### config.mk
export PLATFORM = sky130hd
export DESIGN_NAME = alsu_cmd_driver_flat
export DESIGN_NICKNAME = d
export VERILOG_FILES = /design/src/rtl/alsu_cmd_driver_if.sv /design/src/rtl/alsu_cmd_driver.sv /design/src/flat_wrapper.sv
export SDC_FILE = /design/constraint.sdc
export NUM_CORES = 1
export LEC_CHECK = 0
export BUFFER_PORTS_ARGS = -buffer_cell sky130_fd_sc_hd__buf_2
export CAP_MARGIN = 10
export CORE_MARGIN = 1
export CORE_UTILIZATION = 50
export CTS_CLUSTER_SIZE = 25
export DETAILED_ROUTE_END_ITERATION = 10
export HOLD_SLACK_MARGIN = 0.03
export PLACE_DENSITY = 0.72
export SLEW_MARGIN = 30
export SYNTH_ARGS = -nofsm -noshare
export SYNTH_HDL_FRONTEND = slang
export SYNTH_SLANG_ARGS = --single-unit
### constraint.sdc
create_clock -name clk -period 8.9 [get_ports clk]
set_input_delay 0.89 -clock clk [delete_from_list [all_inputs] [get_ports clk]]
set_output_delay 0.89 -clock clk [all_outputs]
set_load 0.005 [all_outputs]
### src/rtl/alsu_cmd_driver_if.sv
// ---------------------------------------------------------------------------
// alsu_cmd_driver_if
// Bundles every non-clock signal of alsu_cmd_driver.
//   command stream : cmd_valid, cmd_ready, cmd_data[15:0]
//   ALSU pins      : alsu_opcode, alsu_A, alsu_B, alsu_cin, alsu_serial_in,
//                    alsu_red_op_A, alsu_red_op_B, alsu_bypass_A,
//                    alsu_bypass_B, alsu_direction (driven by the driver)
//                    alsu_out[5:0], alsu_leds[15:0] (returned by the ALSU)
//   response stream: rsp_valid, rsp_ready, rsp_out, rsp_leds, rsp_opcode,
//                    rsp_invalid
//   status         : invalid_count[7:0], busy
// Modport slave is the driver's view; master is the environment's view
// (command source, ALSU and response sink).
// ---------------------------------------------------------------------------
interface alsu_cmd_driver_if;
    logic              cmd_valid;
    logic              cmd_ready;
    logic [15:0]       cmd_data;

    logic [2:0]        alsu_opcode;
    logic signed [2:0] alsu_A;
    logic signed [2:0] alsu_B;
    logic              alsu_cin;
    logic              alsu_serial_in;
    logic              alsu_red_op_A;
    logic              alsu_red_op_B;
    logic              alsu_bypass_A;
    logic              alsu_bypass_B;
    logic              alsu_direction;
    logic signed [5:0] alsu_out;
    logic [15:0]       alsu_leds;

    logic              rsp_valid;
    logic              rsp_ready;
    logic [5:0]        rsp_out;
    logic [15:0]       rsp_leds;
    logic [2:0]        rsp_opcode;
    logic              rsp_invalid;

    logic [7:0]        invalid_count;
    logic              busy;

    modport slave (
        input  cmd_valid, cmd_data, alsu_out, alsu_leds, rsp_ready,
        output cmd_ready, alsu_opcode, alsu_A, alsu_B, alsu_cin, alsu_serial_in,
               alsu_red_op_A, alsu_red_op_B, alsu_bypass_A, alsu_bypass_B,
               alsu_direction, rsp_valid, rsp_out, rsp_leds, rsp_opcode,
               rsp_invalid, invalid_count, busy
    );

    modport master (
        output cmd_valid, cmd_data, alsu_out, alsu_leds, rsp_ready,
        input  cmd_ready, alsu_opcode, alsu_A, alsu_B, alsu_cin, alsu_serial_in,
               alsu_red_op_A, alsu_red_op_B, alsu_bypass_A, alsu_bypass_B,
               alsu_direction, rsp_valid, rsp_out, rsp_leds, rsp_opcode,
               rsp_invalid, invalid_count, busy
    );
endinterface

### src/rtl/alsu_cmd_driver.sv
// ---------------------------------------------------------------------------
// alsu_cmd_driver
// Queues 16-bit ALSU commands, drives them onto registered ALSU pins one per
// cycle, tracks each issued command with an opcode/invalid tag and captures
// the ALSU result into an in-order response FIFO.
// Ports:
//   clk  - sole clock, everything on posedge
//   rst  - synchronous active-high reset
//   bus  - alsu_cmd_driver_if.slave (command, ALSU pins, response, status)
// Handshakes: a transfer happens on a posedge where valid && ready are both
// high; valid never depends on ready, and the payload is held stable while
// valid is high and ready is low.
// ---------------------------------------------------------------------------
module alsu_cmd_driver #(
    parameter int CMD_DEPTH = 4,
    parameter int RSP_DEPTH = 4,
    parameter int LATENCY   = 2
) (
    input  logic             clk,
    input  logic             rst,
    alsu_cmd_driver_if.slave bus
);
    localparam int                 CAW       = $clog2(CMD_DEPTH);
    localparam int                 RAW       = $clog2(RSP_DEPTH);
    localparam int                 RSP_W     = 26;
    localparam logic [CAW:0]       CMD_FULL  = CMD_DEPTH[CAW:0];
    localparam logic [RAW+1:0]     RSP_LIMIT = RSP_DEPTH[RAW+1:0];

    // command FIFO
    logic [15:0]      cmd_mem_q [CMD_DEPTH];
    logic [CAW-1:0]   cmd_wr_q, cmd_rd_q;
    logic [CAW:0]     cmd_cnt_q, cmd_cnt_d;
    logic             cmd_full, cmd_empty, cmd_push;
    logic [15:0]      head;
    logic [2:0]       head_op;
    logic             head_inv;

    // issue / tag pipeline
    logic             issue, capture;
    logic [15:0]      pins_q;
    logic [LATENCY:0] tag_vld_q, tag_inv_q;
    logic [2:0]       tag_op_q [LATENCY+1];
    logic [RAW:0]     inflight_q, inflight_d;
    logic [RAW+1:0]   credit_used;
    logic [7:0]       inv_cnt_q, inv_cnt_d;

    // response FIFO
    logic [RSP_W-1:0] rsp_mem_q [RSP_DEPTH];
    logic [RAW-1:0]   rsp_wr_q, rsp_rd_q;
    logic [RAW:0]     rsp_cnt_q, rsp_cnt_d;
    logic             rsp_pop;

    assign cmd_full      = (cmd_cnt_q == CMD_FULL);
    assign cmd_empty     = (cmd_cnt_q == '0);
    assign bus.cmd_ready = !rst && !cmd_full;
    assign cmd_push      = bus.cmd_valid && bus.cmd_ready;
    assign head          = cmd_mem_q[cmd_rd_q];
    assign head_op       = head[15:13];
    assign head_inv      = (head_op == 3'd6) || (head_op == 3'd7) ||
                           ((head[4] || head[3]) && (head_op > 3'd1));

    assign rsp_pop = (rsp_cnt_q != '0) && bus.rsp_ready;

    // Every issued command owns a response slot until it is popped. A slot
    // being popped this cycle is already free before any new issue can reach
    // capture, so it is not counted; that keeps one issue per cycle going
    // while the consumer keeps up, and a capture never finds the FIFO full.
    assign credit_used = {1'b0, inflight_q} + {1'b0, rsp_cnt_q}
                       - {{(RAW + 1){1'b0}}, rsp_pop};
    assign issue       = !cmd_empty && (credit_used < RSP_LIMIT);
    assign capture     = tag_vld_q[LATENCY];

    always_comb begin
        cmd_cnt_d  = cmd_cnt_q;
        inflight_d = inflight_q;
        rsp_cnt_d  = rsp_cnt_q;
        inv_cnt_d  = inv_cnt_q;
        if (cmd_push && !issue)      cmd_cnt_d = cmd_cnt_q + 1'b1;
        else if (!cmd_push && issue) cmd_cnt_d = cmd_cnt_q - 1'b1;
        if (issue && !capture)       inflight_d = inflight_q + 1'b1;
        else if (!issue && capture)  inflight_d = inflight_q - 1'b1;
        if (capture && !rsp_pop)     rsp_cnt_d = rsp_cnt_q + 1'b1;
        else if (!capture && rsp_pop) rsp_cnt_d = rsp_cnt_q - 1'b1;
        if (issue && head_inv && (inv_cnt_q != 8'hFF)) inv_cnt_d = inv_cnt_q + 1'b1;
    end

    // Storage arrays need no reset: the counters say what is valid.
    always_ff @(posedge clk) begin
        if (cmd_push) cmd_mem_q[cmd_wr_q] <= bus.cmd_data;
        if (capture)  rsp_mem_q[rsp_wr_q] <= {bus.alsu_out, bus.alsu_leds,
                                              tag_op_q[LATENCY], tag_inv_q[LATENCY]};
    end

    always_ff @(posedge clk) begin
        if (rst) begin
            cmd_wr_q   <= '0;
            cmd_rd_q   <= '0;
            cmd_cnt_q  <= '0;
            rsp_wr_q   <= '0;
            rsp_rd_q   <= '0;
            rsp_cnt_q  <= '0;
            inflight_q <= '0;
            inv_cnt_q  <= '0;
            pins_q     <= '0;
            tag_vld_q  <= '0;
            tag_inv_q  <= '0;
            for (int i = 0; i <= LATENCY; i++) tag_op_q[i] <= '0;
        end else begin
            if (cmd_push) cmd_wr_q <= cmd_wr_q + 1'b1;
            if (issue)    cmd_rd_q <= cmd_rd_q + 1'b1;
            if (capture)  rsp_wr_q <= rsp_wr_q + 1'b1;
            if (rsp_pop)  rsp_rd_q <= rsp_rd_q + 1'b1;
            cmd_cnt_q  <= cmd_cnt_d;
            rsp_cnt_q  <= rsp_cnt_d;
            inflight_q <= inflight_d;
            inv_cnt_q  <= inv_cnt_d;
            // Pins carry the head for exactly the cycle after issue, else 0.
            pins_q       <= issue ? head : 16'd0;
            tag_vld_q[0] <= issue;
            tag_inv_q[0] <= issue && head_inv;
            tag_op_q[0]  <= issue ? head_op : 3'd0;
            for (int i = 1; i <= LATENCY; i++) begin
                tag_vld_q[i] <= tag_vld_q[i-1];
                tag_inv_q[i] <= tag_inv_q[i-1];
                tag_op_q[i]  <= tag_op_q[i-1];
            end
        end
    end

    assign bus.alsu_opcode    = pins_q[15:13];
    assign bus.alsu_A         = pins_q[12:10];
    assign bus.alsu_B         = pins_q[9:7];
    assign bus.alsu_cin       = pins_q[6];
    assign bus.alsu_serial_in = pins_q[5];
    assign bus.alsu_red_op_A  = pins_q[4];
    assign bus.alsu_red_op_B  = pins_q[3];
    assign bus.alsu_bypass_A  = pins_q[2];
    assign bus.alsu_bypass_B  = pins_q[1];
    assign bus.alsu_direction = pins_q[0];

    assign bus.rsp_valid = (rsp_cnt_q != '0);
    assign {bus.rsp_out, bus.rsp_leds, bus.rsp_opcode, bus.rsp_invalid} = rsp_mem_q[rsp_rd_q];

    assign bus.invalid_count = inv_cnt_q;
    assign bus.busy          = (cmd_cnt_q != '0) || (inflight_q != '0) || (rsp_cnt_q != '0);
endmodule
### src/flat_wrapper.sv
// flat-port wrapper written by rule: the top's interface ports become plain ports
module alsu_cmd_driver_flat 
#(
    parameter int CMD_DEPTH = 4,
    parameter int RSP_DEPTH = 4,
    parameter int LATENCY   = 2
)
  (clk, rst, bus_cmd_valid, bus_cmd_data, bus_alsu_out, bus_alsu_leds, bus_rsp_ready, bus_cmd_ready, bus_alsu_opcode, bus_alsu_A, bus_alsu_B, bus_alsu_cin, bus_alsu_serial_in, bus_alsu_red_op_A, bus_alsu_red_op_B, bus_alsu_bypass_A, bus_alsu_bypass_B, bus_alsu_direction, bus_rsp_valid, bus_rsp_out, bus_rsp_leds, bus_rsp_opcode, bus_rsp_invalid, bus_invalid_count, bus_busy);
  alsu_cmd_driver_if bus_i ();
  input  logic clk;
  input  logic rst;
  input wire logic [$bits(bus_i.cmd_valid)-1:0] bus_cmd_valid;
  input wire logic [$bits(bus_i.cmd_data)-1:0] bus_cmd_data;
  input wire logic [$bits(bus_i.alsu_out)-1:0] bus_alsu_out;
  input wire logic [$bits(bus_i.alsu_leds)-1:0] bus_alsu_leds;
  input wire logic [$bits(bus_i.rsp_ready)-1:0] bus_rsp_ready;
  output wire logic [$bits(bus_i.cmd_ready)-1:0] bus_cmd_ready;
  output wire logic [$bits(bus_i.alsu_opcode)-1:0] bus_alsu_opcode;
  output wire logic [$bits(bus_i.alsu_A)-1:0] bus_alsu_A;
  output wire logic [$bits(bus_i.alsu_B)-1:0] bus_alsu_B;
  output wire logic [$bits(bus_i.alsu_cin)-1:0] bus_alsu_cin;
  output wire logic [$bits(bus_i.alsu_serial_in)-1:0] bus_alsu_serial_in;
  output wire logic [$bits(bus_i.alsu_red_op_A)-1:0] bus_alsu_red_op_A;
  output wire logic [$bits(bus_i.alsu_red_op_B)-1:0] bus_alsu_red_op_B;
  output wire logic [$bits(bus_i.alsu_bypass_A)-1:0] bus_alsu_bypass_A;
  output wire logic [$bits(bus_i.alsu_bypass_B)-1:0] bus_alsu_bypass_B;
  output wire logic [$bits(bus_i.alsu_direction)-1:0] bus_alsu_direction;
  output wire logic [$bits(bus_i.rsp_valid)-1:0] bus_rsp_valid;
  output wire logic [$bits(bus_i.rsp_out)-1:0] bus_rsp_out;
  output wire logic [$bits(bus_i.rsp_leds)-1:0] bus_rsp_leds;
  output wire logic [$bits(bus_i.rsp_opcode)-1:0] bus_rsp_opcode;
  output wire logic [$bits(bus_i.rsp_invalid)-1:0] bus_rsp_invalid;
  output wire logic [$bits(bus_i.invalid_count)-1:0] bus_invalid_count;
  output wire logic [$bits(bus_i.busy)-1:0] bus_busy;
  assign bus_i.cmd_valid = bus_cmd_valid;
  assign bus_i.cmd_data = bus_cmd_data;
  assign bus_i.alsu_out = bus_alsu_out;
  assign bus_i.alsu_leds = bus_alsu_leds;
  assign bus_i.rsp_ready = bus_rsp_ready;
  assign bus_cmd_ready = bus_i.cmd_ready;
  assign bus_alsu_opcode = bus_i.alsu_opcode;
  assign bus_alsu_A = bus_i.alsu_A;
  assign bus_alsu_B = bus_i.alsu_B;
  assign bus_alsu_cin = bus_i.alsu_cin;
  assign bus_alsu_serial_in = bus_i.alsu_serial_in;
  assign bus_alsu_red_op_A = bus_i.alsu_red_op_A;
  assign bus_alsu_red_op_B = bus_i.alsu_red_op_B;
  assign bus_alsu_bypass_A = bus_i.alsu_bypass_A;
  assign bus_alsu_bypass_B = bus_i.alsu_bypass_B;
  assign bus_alsu_direction = bus_i.alsu_direction;
  assign bus_rsp_valid = bus_i.rsp_valid;
  assign bus_rsp_out = bus_i.rsp_out;
  assign bus_rsp_leds = bus_i.rsp_leds;
  assign bus_rsp_opcode = bus_i.rsp_opcode;
  assign bus_rsp_invalid = bus_i.rsp_invalid;
  assign bus_invalid_count = bus_i.invalid_count;
  assign bus_busy = bus_i.busy;
  alsu_cmd_driver #(.CMD_DEPTH(CMD_DEPTH), .RSP_DEPTH(RSP_DEPTH), .LATENCY(LATENCY)) u_core (.clk(clk), .rst(rst), .bus(bus_i));
endmodule
==> run_results.csv, run 1 <==
group,metric,value,unit
sta,setup_viol,0,
critical_path,crit_end,"u_core.cmd_cnt_q[2]",
placed_design,dp_slack,4.91,ns
cts,cts.clk_slew.worst_paths,0.07,ns
critical_path,cp.arrival,4.27,ns
cts,clock_latency,0.50,ns
cts,cts_buffers,24,
detailed_routing,avgViaCountPerCell,5.31,
global_routing,grt_pass1_vias,4478,
cts,htreeDepth,1,
detailed_routing,ant_nets,0,
sta,fin_ws,5.05,ns
detailed_routing,wl_per_cell,17.7,um
pwr,power_frac_clock,37.2,%
pwr,intPower,2090,uW
critical_path,r2r_start,"u_core.rsp_cnt_q[0]",
critical_path,worstReg2RegEnd,"u_core.cmd_cnt_q[2]",
placed_design,dp.cells,758,
critical_path,rr_worst_depth,15,
critical_path,slowest_stage,"o21bai_2",
global_routing,grt_pass1_wl,22700,um
sta,period_needed,3.85,ns
placed_design,dp_hpwl,8660,um
synth,yosysSeqAreaShare,73.4,%
critical_path,worstPathCellList,"or3_1, nand2_1, inv_2, ha_1, inv_1, ha_1, and3b_1, o211a_1, o21bai_2, ha_1, inv_1, fa_1, xor2_1, or3_1, a21oi_1",
global_routing,antenna_found_initial,0,
global_routing,grt_max_degree,41,
critical_path,cp-start-kind,"flip-flop",
sta,clock_skew,0.00928,ns
synth,yosys_warnings,0,
global_routing,grtUsageTotal,16.9,%
cts,cts.repair.resized,0,
floorplan,die_w,132,um
cts,cts_root_buf,"clkbuf_16",
synth,syn_avg_cell_area,18.3,um^2
detailed_routing,drtPass1Iterations,4,
sta,finalHoldViolations,0,
sta,slew_headroom,43.7,%
synth,yosysUniqueCellTypes,38,
critical_path,cp_max_fo,19,
critical_path,endpoint_kind,"flip-flop",
pwr,p_seq_share,46.2,%
cts,cts_tree,"built",
finish,antenna_cells,0,
finish,drive_above_1_share,32.4,%
pwr,switchingPower,684,uW
cts,postCtsHoldBufs,0,
pwr,pwr-share-comb,16.6,%
cts,cts_sinks,225,
sta,setup_tns,0,ns
critical_path,cpMostUsedCell,"ha_1",
run_status,status,"finished, final reports clean",
cts,post_cts_buffers,0,
critical_path,critPathMaxStageDelay,0.54,ns
cts,clk_path_buf_depth,3,
floorplan,core_area,16500,um^2
synth,synth_area,8420,um^2
synth,synth_nets,522,
detailed_routing,drc,0,
pwr,ir_drop,0.220,mV
sta,fin_crit_sh,43.2,%
floorplan,die_area,17400,um^2
finish,mostFrequentLayoutCells,"168 x edfxtp_1, 94 x buf_2, 55 x dfxtp_1",
floorplan,start_util,51.0,%
synth,synth_cells,460,
detailed_routing,drt_iter0_drc,167,
sta,rsz0062_at_grt,"no",
global_routing,overflow,0,
finish,layoutNonFillerInstCount,801,
floorplan,die_height,132,um
synth,synth-seq-cells,225,
sta,max_freq,0.260,GHz
critical_path,cp-startpoint,"u_core.rsp_cnt_q[0]",
pwr,power_density,279,nW/um^2
run,drv_cap,0,
floorplan,io_pins,95,
pwr,power.leakage,0.00356,uW
sta,slew_violations,0,
detailed_routing,route.vias.total,4253,
critical_path,required,9.33,ns
placed_design,io_buffers,94,
sta,worst_slew_pin_slew,0.845,ns
pwr,p_sw_share,24.7,%
finish,fin_nets,626,
floorplan,rows,47,
critical_path,path_class,"flip-flop to flip-flop",
placed_design,place_congestion,0.785,
critical_path,rrSetupSlack,5.05,ns
finish,final_common_cell,"edfxtp_1",
min_path,holdCritPathClass,"flip-flop to flip-flop",
detailed_routing,wirelength,14100,um
finish,area_growth,18.0,%
cell usage after synthesis, drive strengths merged:
| library cell | count | share of area, % |
|---|---|---|
| nor3 | 2 | 0.18 |
| dfxtp | 57 | 14 |
| o21bai | 1 | 0.13 |
| fa | 3 | 0.71 |
| mux4 | 42 | 11 |
| o21ai | 6 | 0.36 |
| nand2 | 5 | 0.22 |
| o31ai | 6 | 0.53 |
| ha | 17 | 2.5 |
| inv | 23 | 1.0 |
| or3 | 7 | 0.52 |
| a32o | 1 | 0.13 |
| edfxtp | 168 | 60 |
| and3b | 1 | 0.10 |
| nor4 | 2 | 0.15 |
| o22ai | 1 | 0.15 |
| o211a | 1 | 0.12 |
| mux2i | 4 | 0.48 |
| and2 | 5 | 0.37 |
| a21oi | 13 | 0.77 |
| mux2 | 1 | 0.18 |
| nor2b | 27 | 2.0 |
| buf | 10 | 0.82 |
| nor2 | 16 | 0.71 |
| nand2b | 1 | 0.074 |
| clkbuf | 11 | 0.51 |
| or4 | 5 | 0.45 |
| and3 | 7 | 0.52 |
| nand3 | 5 | 0.30 |
| xor2 | 8 | 0.83 |
| xnor2 | 4 | 0.42 |
registers in the layout, indices dropped and copies added (netlist names), named ones only:
name / count
u_core.inflight_q: 3
u_core.rsp_rd_q: 2
u_core.pins_q: 15
u_core.rsp_mem_q: 104
u_core.tag_inv_q: 3
u_core.cmd_mem_q: 64
u_core.rsp_cnt_q: 3
u_core.tag_op_q: 7
u_core.cmd_wr_q: 2
u_core.bus.invalid_count: 8
u_core.cmd_cnt_q: 3
u_core.rsp_wr_q: 2
u_core.cmd_rd_q: 2
u_core.tag_vld_q: 3
worst min-delay path by stage:
stage                                  endpoint                  start  depth (start not counted)
after floorplan             u_core.tag_inv_q[1]    u_core.tag_inv_q[0]                          1
after global placement      u_core.tag_vld_q[1]    u_core.tag_vld_q[0]                          1
after detailed placement  u_core.tag_op_q[0][6]  u_core.tag_op_q[0][3]                          1
after CTS                 u_core.tag_op_q[0][6]  u_core.tag_op_q[0][3]                          1
after global routing        u_core.tag_inv_q[2]    u_core.tag_inv_q[1]                          1
final                     u_core.tag_op_q[0][6]  u_core.tag_op_q[0][3]                          1
kinds of logic (layout without fill, tap and decap cells):
| logic type | after synthesis | after routing | synth area share [%] |
|---|---|---|---|
| buffers and inverters | 44 | 165 | 2.35 |
| adder cells (fa/ha/maj) | 20 | 20 | 3.24 |
| AO/OA/AOI/OAI | 29 | 29 | 2.20 |
| AND/OR/NAND/NOR | 83 | 83 | 5.60 |
| XOR/XNOR | 12 | 12 | 1.25 |
| flip-flops | 225 | 225 | 73.4 |
| multiplexers | 47 | 47 | 11.9 |
critical path: cells and delay by family, from the launching register on:
kind,cells,cell delay [ns]
AO/OA/AOI/OAI,3,0.91
XOR/XNOR,1,0.18
adder cells (fa/ha/maj),4,1.08
buffers and inverters,3,0.18
flip-flops,1,0.36
AND/OR/NAND/NOR,4,1.05
stage by stage:
stage | total power [uW] | util (%) | instance area (um^2) | hold slack [ns]
detailed placement | 1770 | 55.1 | 9100 | 0.425
global placement | 1740 | 55.0 | 9100 | 0.417
global route | 2900 | 60.1 | 9940 | 0.451
finish | 2770 | 60.1 | 9940 | 0.433
floorplan | 1620 | - | 8420 | 0.414
CTS | 2810 | 60.1 | 9940 | 0.439
cell type report:
cell class              count  area, um^2
well taps                 220         275
flip-flops and latches    225        6190
fillers                  1202        6590
repair buffers             99         508
clock buffers              30         664
multi-input cells         191        2040
clock inverters            13         175
inverters                  23        86.3
power groups by stage:
stage / clock network [uW] / logic, uW / registers, uW
final: 1030 / 460 / 1280
after global routing: 1090 / 510 / 1300
after floorplan: 0 / 357 / 1260
after global placement: 0 / 434 / 1300
after CTS: 1050 / 465 / 1290
after detailed placement: 0 / 462 / 1310
layer usage:
layer  vias up  track usage [%]  share of wire [%]
met5         -                0                  0
met4         0             5.56                2.7
met3        32             4.11                5.7
met2       127             30.2                 51
met1      2131             20.0                 41
li1       1963                -                  -
No activity file was read; power rests on OpenSTA's default activity.
==> run 2: changes to the inputs <==
Clock period 8.9 ns to 3.8 ns, I/O delays scaled along.
==> run 2 against run 1 <==
Critical path depth grew 1; non-clock buffer count grew 3; maximum frequency grew 12%; die area is the same.
==> run_results.csv, run 2 (synthesis results as in run 1) <==
group,metric,value,unit
sta,finalHoldViolations,0,
sta,slew_headroom,41.3,%
sta,max_freq,0.290,GHz
global_routing,overflow,0,
critical_path,cp.arrival,3.87,ns
finish,drive_above_1_share,30.9,%
critical_path,rr_worst_depth,16,
placed_design,place_congestion,0.764,
finish,fin_nets,629,
detailed_routing,drc,0,
sta,worst_slew_pin_slew,0.880,ns
cts,htreeDepth,1,
critical_path,required,4.22,ns
critical_path,worstReg2RegEnd,"u_core.inflight_q[2]",
min_path,hold_path_startpoint,"bus_cmd_data[5]",
sta,fin_crit_sh,90.8,%
detailed_routing,wirelength,14000,um
detailed_routing,avgViaCountPerCell,5.28,
global_routing,grt_max_degree,41,
finish,layoutNonFillerInstCount,803,
finish,area_growth,17.1,%
critical_path,cp_max_fo,5,
placed_design,dp_slack,0.353,ns
global_routing,grt_pass1_vias,4461,
cts,postCtsHoldBufs,0,
run,drv_cap,0,
pwr,p_total,6280,uW
pwr,power_density,636,nW/um^2
min_path,hold_depth,1,
sta,slew_violations,0,
floorplan,die_height,132,um
floorplan,io_pins,95,
detailed_routing,ant_nets,0,
finish,top_regs,"u_core.rsp_mem_q x104, u_core.cmd_mem_q x64, u_core.pins_q x15",
sta,fin_ws,0.351,ns
cts,clk_path_buf_depth,3,
floorplan,die_w,132,um
placed_design,placed_area,9120,um^2
detailed_routing,drt_iter0_drc,295,
pwr,power.leakage,0.00352,uW
critical_path,cp-start-kind,"flip-flop",
finish,design_area,9860,um^2
sta,clock_skew,0.00623,ns
detailed_routing,drtPass1Iterations,4,
cts,cts_root_buf,"clkbuf_16",
sta,setup_viol,0,
sta,period_needed,3.45,ns
global_routing,grt_pass1_wl,22900,um
finish,final_common_cell,"edfxtp_1",
placed_design,dp_hpwl,8630,um
global_routing,grtUsageTotal,16.9,%
pwr,ir_drop,0.463,mV
critical_path,endpoint_kind,"flip-flop",
cts,cts_buffers,24,
cts,cts_tree,"built",
floorplan,die_area,17400,um^2
floorplan,rows,47,
finish,largest_reg_flops,104,
cts,cts.repair.resized,0,
finish,antenna_cells,0,
sta,setup_tns,0,ns
floorplan,core_area,16500,um^2
cts,clock_latency,0.50,ns
min_path,hold_path_end,"u_core.cmd_mem_q[1][5]",
critical_path,path_class,"flip-flop to flip-flop",
placed_design,dp.cells,761,
min_path,holdCritPathClass,"primary input to flip-flop",
detailed_routing,wl_per_cell,17.4,um
sta,rsz0062_at_grt,"no",
run_status,status,"finished, final reports clean",
cts,post_cts_buffers,0,
finish,regMostFlops,"u_core.rsp_mem_q",
placed_design,io_buffers,94,
critical_path,rrSetupSlack,0.35,ns
critical_path,r2r_start,"u_core.rsp_cnt_q[0]",
cts,cts_sinks,225,
finish,mostFrequentLayoutCells,"168 x edfxtp_1, 94 x buf_2, 56 x dfxtp_1",
cts,cts.clk_slew.worst_paths,0.06,ns
floorplan,start_util,51.0,%
global_routing,antenna_found_initial,0,
detailed_routing,route.vias.total,4239,
## run 2: cell types whose count changed in the layout (fill, tap and decap cells not counted), sizes merged
cell | before | now
clkbuf | 30 | 35
buf | 99 | 102
bufinv | 4 | 2
clkinv | 7 | 5
clkinvlp | 1 | 0
inv | 24 | 23
## run 2: how the worst max path moves through the flow
stage                                      end           startpoint  slack (ns)  cells past startpoint
final                     u_core.inflight_q[2]  u_core.rsp_cnt_q[0]        0.35                     16
after global routing      u_core.inflight_q[2]  u_core.rsp_cnt_q[2]        0.07                     16
after CTS                 u_core.inflight_q[2]  u_core.rsp_cnt_q[0]        0.34                     16
after detailed placement  u_core.inflight_q[2]  u_core.rsp_cnt_q[0]        0.35                     16
after global placement    u_core.inflight_q[2]  u_core.rsp_cnt_q[0]        0.52                     16
after floorplan            u_core.cmd_cnt_q[2]  u_core.rsp_cnt_q[0]        0.28                     16
## run 2: per-stage QoR
step / hold WS [ns] / util [%]
2_1_floorplan: 0.414 / -
5_1_grt: 0.0796 / 59.7
6_report: 0.0944 / 59.7
3_3_place_gp: 0.417 / 55.2
3_5_place_dp: 0.425 / 55.2
4_1_cts: 0.0781 / 59.7
## run 2: worst max-delay path: stages (launching register included)
cell and delay, ns:
dfxtp_1 0.35, or3_1 0.40, nand2_1 0.12, inv_2 0.06
ha_1 0.19, inv_1 0.05, ha_1 0.22, and3b_1 0.19
nor4_1 0.29, o21bai_2 0.17, inv_2 0.10, ha_1 0.18
inv_1 0.06, fa_1 0.37, xor2_1 0.17, or3_1 0.33
a21oi_1 0.14
## run 2: cell type report
type	count	area, um^2
fillers	1235	6660
flip-flops and latches	225	6190
multi-input cells	191	2040
clock buffers	35	663
repair buffers	102	531
well taps	220	275
inverters	23	86.3
clock inverters	7	80.1
## run 2: metal layers
layer  global-route usage, %  vias to the layer above  wire, um
met4                    4.97                        0       260
li1                        -                     1966         -
met1                    20.9                     2137      5900
met5                       0                        -         0
met2                    29.5                      113      7050
met3                    4.04                       23       767
## run 2: where the power goes
part / leakage [uW] / internal, uW / switching [uW]
clock network: 0.000358 / 1340 / 846
logic: 0.00117 / 566 / 540
registers: 0.00199 / 2830 / 158
